--- src/rtl/scrambler_pkg.sv ---
// Shared constants and helpers for the x^58 + x^39 + 1 multiplicative scrambler pair.
// History convention: hist[0] is the most recent serial bit, hist[k-1] is bit n-k.
package scrambler_pkg;

  localparam int HIST_LEN = 58;
  localparam int TAP_A    = 39;
  localparam int TAP_B    = 58;
  localparam int MAX_W    = 32;

  localparam logic [1:0] DW_8      = 2'b00;
  localparam logic [1:0] DW_16     = 2'b01;
  localparam logic [1:0] DW_32     = 2'b10;
  localparam logic [1:0] DW_32_ALT = 2'b11;

  function automatic int width_of(input logic [1:0] sel);
    case (sel)
      DW_8:             width_of = 8;
      DW_16:            width_of = 16;
      DW_32, DW_32_ALT: width_of = 32;
      default:          width_of = 32;
    endcase
  endfunction

  // One serial step of the polynomial: d XOR bit[n-39] XOR bit[n-58].
  function automatic logic lfsr_bit(input logic d, input logic tap_a, input logic tap_b);
    return d ^ tap_a ^ tap_b;
  endfunction

endpackage

--- src/rtl/scrambler.sv ---
// Multiplicative scrambler for x^58 + x^39 + 1 with runtime 8/16/32-bit word width.
// Bits go LSB first; intra-word taps see bits computed earlier in the same word.
module scrambler
  import scrambler_pkg::*;
(
  input  logic        clk,
  input  logic        reset,
  input  logic [1:0]  dataWidth,
  input  logic [31:0] din,
  input  logic        bypass,
  output logic [31:0] dout
);

  logic [HIST_LEN-1:0] r_hist;
  logic [MAX_W-1:0]    r_dout;
  logic [HIST_LEN-1:0] w_hist_nxt;
  logic [MAX_W-1:0]    w_word;
  int                  w_width;

  // Bypassed bits still enter the history so a receiver stays in lock.
  always_comb begin
    w_width    = width_of(dataWidth);
    w_hist_nxt = r_hist;
    w_word     = '0;
    for (int i = 0; i < MAX_W; i++) begin
      if (i < w_width) begin
        w_word[i]  = bypass ? din[i]
                            : lfsr_bit(din[i], w_hist_nxt[TAP_A-1], w_hist_nxt[TAP_B-1]);
        w_hist_nxt = {w_hist_nxt[HIST_LEN-2:0], w_word[i]};
      end
    end
  end

  always_ff @(posedge clk or posedge reset) begin
    if (reset) begin
      r_hist <= '0;
      r_dout <= '0;
    end else begin
      r_hist <= w_hist_nxt;
      r_dout <= w_word;
    end
  end

  assign dout = r_dout;

endmodule

--- config.mk ---
export PLATFORM = sky130hd
export DESIGN_NAME = scrambler
export DESIGN_NICKNAME = d
export VERILOG_FILES = /design/src/rtl/scrambler_pkg.sv /design/src/rtl/scrambler.sv
export SDC_FILE = /design/constraint.sdc
export NUM_CORES = 1
export LEC_CHECK = 0
export BUFFER_PORTS_ARGS = -buffer_cell sky130_fd_sc_hd__buf_2
export CAP_MARGIN = 20
export CORE_AREA = 2 2 102 104
export DETAILED_ROUTE_END_ITERATION = 16
export DIE_AREA = 0 0 104 106
export GPL_TIMING_DRIVEN = 0
export PLACE_DENSITY_LB_ADDON = 0.1
export SKIP_LAST_GASP = 1
export SLEW_MARGIN = 20
export SYNTH_ARGS = -nofsm -noshare
export SYNTH_HDL_FRONTEND = slang
export SYNTH_SLANG_ARGS = --single-unit
--- constraint.sdc ---
create_clock -name clk -period 4.8 [get_ports clk]
set_clock_uncertainty 0.1 [all_clocks]
set_input_delay 1.44 -clock clk [delete_from_list [all_inputs] [get_ports clk]]
set_output_delay 1.44 -clock clk [all_outputs]
set_load 0.005 [all_outputs]
==> results_dict.tcl <==
set metrics [dict create \
    status "complete, no violations" \
    final-setup-viol-count 0 \
    cts_sinks 90 \
    hold_path_depth 2 \
    rsz0062_at_grt "no" \
    drt-total-wl_um 13230 \
    cp_data_arrival_time_ps 3030 \
    fin_crit_sh_pct 59.30 \
    fin_tns_setup_ps 0 \
    critPathLaunch "bypass" \
    worstHoldStart "r_hist[3]" \
    grt_antenna_before_repair 1 \
    power_density_mw_per_mm2 442.4 \
    dr.pass1.iters 5 \
    ios 69 \
    async_flop_share_pct 100.0 \
    syn-num-nets 463 \
    cpPeakStageDelay_ps 520 \
    syn_inst 426 \
    p_leak_nw 2.321 \
    layout.nets 540 \
    cts_resized 0 \
    finalMaxSlewViolations 0 \
    rows 37 \
    setup.worst_path.class "input port to register" \
    yosys_most_used_dff "dfrtp_1" \
    crit_path_end_kind "register" \
    start_util_pct 43.77 \
    grt_pass1_wl_um 20040 \
    maxCapViolations 0 \
    wl_met3_um 845 \
    gr-total-overflow 0 \
    critical_path_required_ps 4990 \
    startpoint_type "input port" \
    whs_ps 425.2 \
    place_congestion 0.9034 \
    synth_edf_count 0 \
    timing.fmax_mhz 351.3 \
    vias 3462 \
    design_area_mm2 0.005066 \
    met2_length_um 6024 \
    yosysSeqAreaShare_pct 51.46 \
    path_buf_inv 3 \
    max-slew-margin-rel_pct 49.01 \
    dp_hpwl_um 9180 \
    die_area_mm2 0.01102 \
    wl_met1_um 6169 \
    dpl_cell_area_mm2 0.004905 \
    worstRegToRegCells 5 \
    ys_seq_elements 90 \
    crit_top_cell "buf_2" \
    cts.repair_timing.setup_buffer_count 0 \
    syn_area_mm2 0.004377 \
    ir_drop_v 0.0001623 \
    cts_hold_buf 0 \
    avgSynthCellArea_um2 10.27 \
    drc 0 \
    clk_pin_slew_ps 90 \
    wl_per_cell_um 20.57 \
    fp.dieH_um 106 \
    cp_max_fo 10 \
    antenna_left 0 \
    top_layer "met4" \
    dieWidth_um 104 \
    reg2reg_to "r_hist[4]" \
    syn_to_final_growth_pct 15.75 \
    fin_crit_ps 2846 \
    worstPathCellList "buf_2 -> buf_2 -> clkbuf_1 -> o21ai_0 -> a21oi_1 -> o21bai_1" \
    clockRootBuffer "clkbuf_8" \
    rr_startpoint "r_hist[30]" \
    insertion_delay_ps 360 \
    hold_viol 0 \
    hold_end "r_hist[35]" \
    first_global_vias 3338 \
    io_buffers 65 \
    cp_top_family "buffers and inverters" \
    via_per_inst 5.384 \
    dr.first_iter.drc_count 247 \
    gr-usage-all-layers_pct 24.80 \
    h-tree-depth 3 \
    drive_gt1_share_pct 19.17 \
    cts_tree "yes" \
    regToRegSetupSlack_ps 2920 \
    worstMarginPinSlew_ps 764.9 \
    cts_buffers 9 \
    grt_max_degree 55 \
    holdCritPathClass "register to register" \
    core-area_mm2 0.01000 \
    ys_types 40 \
    yosysWarnings 0 \
    clockBufferDepth 2 \
    worst_path_max_delay_cell "clkbuf_1" \
]
==> Yosys cell counts, drive strengths merged (2+ instances only) <==
library cell	count	area share [%]
dfrtp	90	51
o22ai	3	0.57
a21boi	2	0.34
xnor2	44	8.8
o21ai	41	4.7
a21oi	22	2.5
buf	14	1.9
or3	9	1.4
xor2	9	1.8
inv	4	0.34
nor2	42	3.7
o21bai	5	0.86
nand2	36	3.1
a21o	3	0.51
a2bb2oi	2	0.40
and2	2	0.29
nor3	2	0.23
nand3	2	0.23
o211ai	2	0.34
nor2b	13	1.9
a211oi	11	1.9
o31a	3	0.60
clkbuf	15	1.3
mux2i	41	9.4
==> final cells by class <==
cell class / instances / area (µm²)
clock buffer: 11 / 141.4
fill: 969 / 4933
timing repair buffer: 66 / 352.8
sequential: 90 / 2252
antenna: 1 / 2.502
clock inverter: 3 / 17.52
multi-input combinational: 302 / 1966
inverter: 5 / 23.77
buffer: 29 / 140.1
tap: 136 / 170.2
==> through the flow <==
step	instances	worst slack, ps	total power, mW	util (%)
after floorplan	426	924.7	1.514	-
after global placement	627	-300.9	1.764	48.72
after detailed placement	628	1649	1.776	49.05
after CTS	642	2025	2.233	50.64
after global routing	642	1893	2.367	50.64
final	643	1954	2.241	50.66
==> placed cells by master (no fill, tap or decap), types with 10 or more instances in the layout <==
cell,n
clkbuf_1,15
a211oi_1,11
dfrtp_1,90
o21ai_0,41
a21oi_1,22
buf_2,74
clkbuf_8,10
mux2i_1,41
nor2_1,41
nand2_1,36
xnor2_1,44
nor2b_1,13
==> sequential cells by signal, indices dropped and copies added (netlist names) <==
| signal | cells |
|---|---|
| dout | 32 |
| r_hist | 58 |
==> logic make-up after synthesis <==
family	count (synthesis)	synth area share (%)
buffers and inverters	34	3.630
muxes	41	9.377
AOI/OAI and AO/OA	98	13.52
DFF	90	51.46
xor gates and xnor gates	53	10.61
and+or+nand+nor	110	11.41
==> tightest hold or removal path, stage by stage (launching register included) <==
cell	delay [ps]
dfrtp_1	370
nand2_1	60
o21ai_0	60
==> metal layers <==
layer / vias to the layer above / GRT usage (%)
met4: 0 / 8.687
met3: 18 / 4.782
met5: - / 0
met1: 1713 / 36.18
li1: 1594 / -
met2: 137 / 36.98
==> power breakdown <==
part           switching (mW)  total [mW]  internal, mW
combinational           0.362       0.671         0.309
clock                   0.274       0.470         0.196
sequential              0.166        1.10         0.934
total                   0.803        2.24          1.44
==> how the worst max path moves through the flow <==
stage / cells past startpoint / slack (ps) / end
final: 6 / 1950 / r_hist[14]
after global routing: 6 / 1890 / r_hist[14]
after CTS: 6 / 2030 / r_hist[14]
after detailed placement: 7 / 1650 / r_hist[3]
after global placement: 2 / -300 / dout[5]
after floorplan: 1 / 920 / dout[0]
No activity file was read; power rests on OpenSTA's default activity.
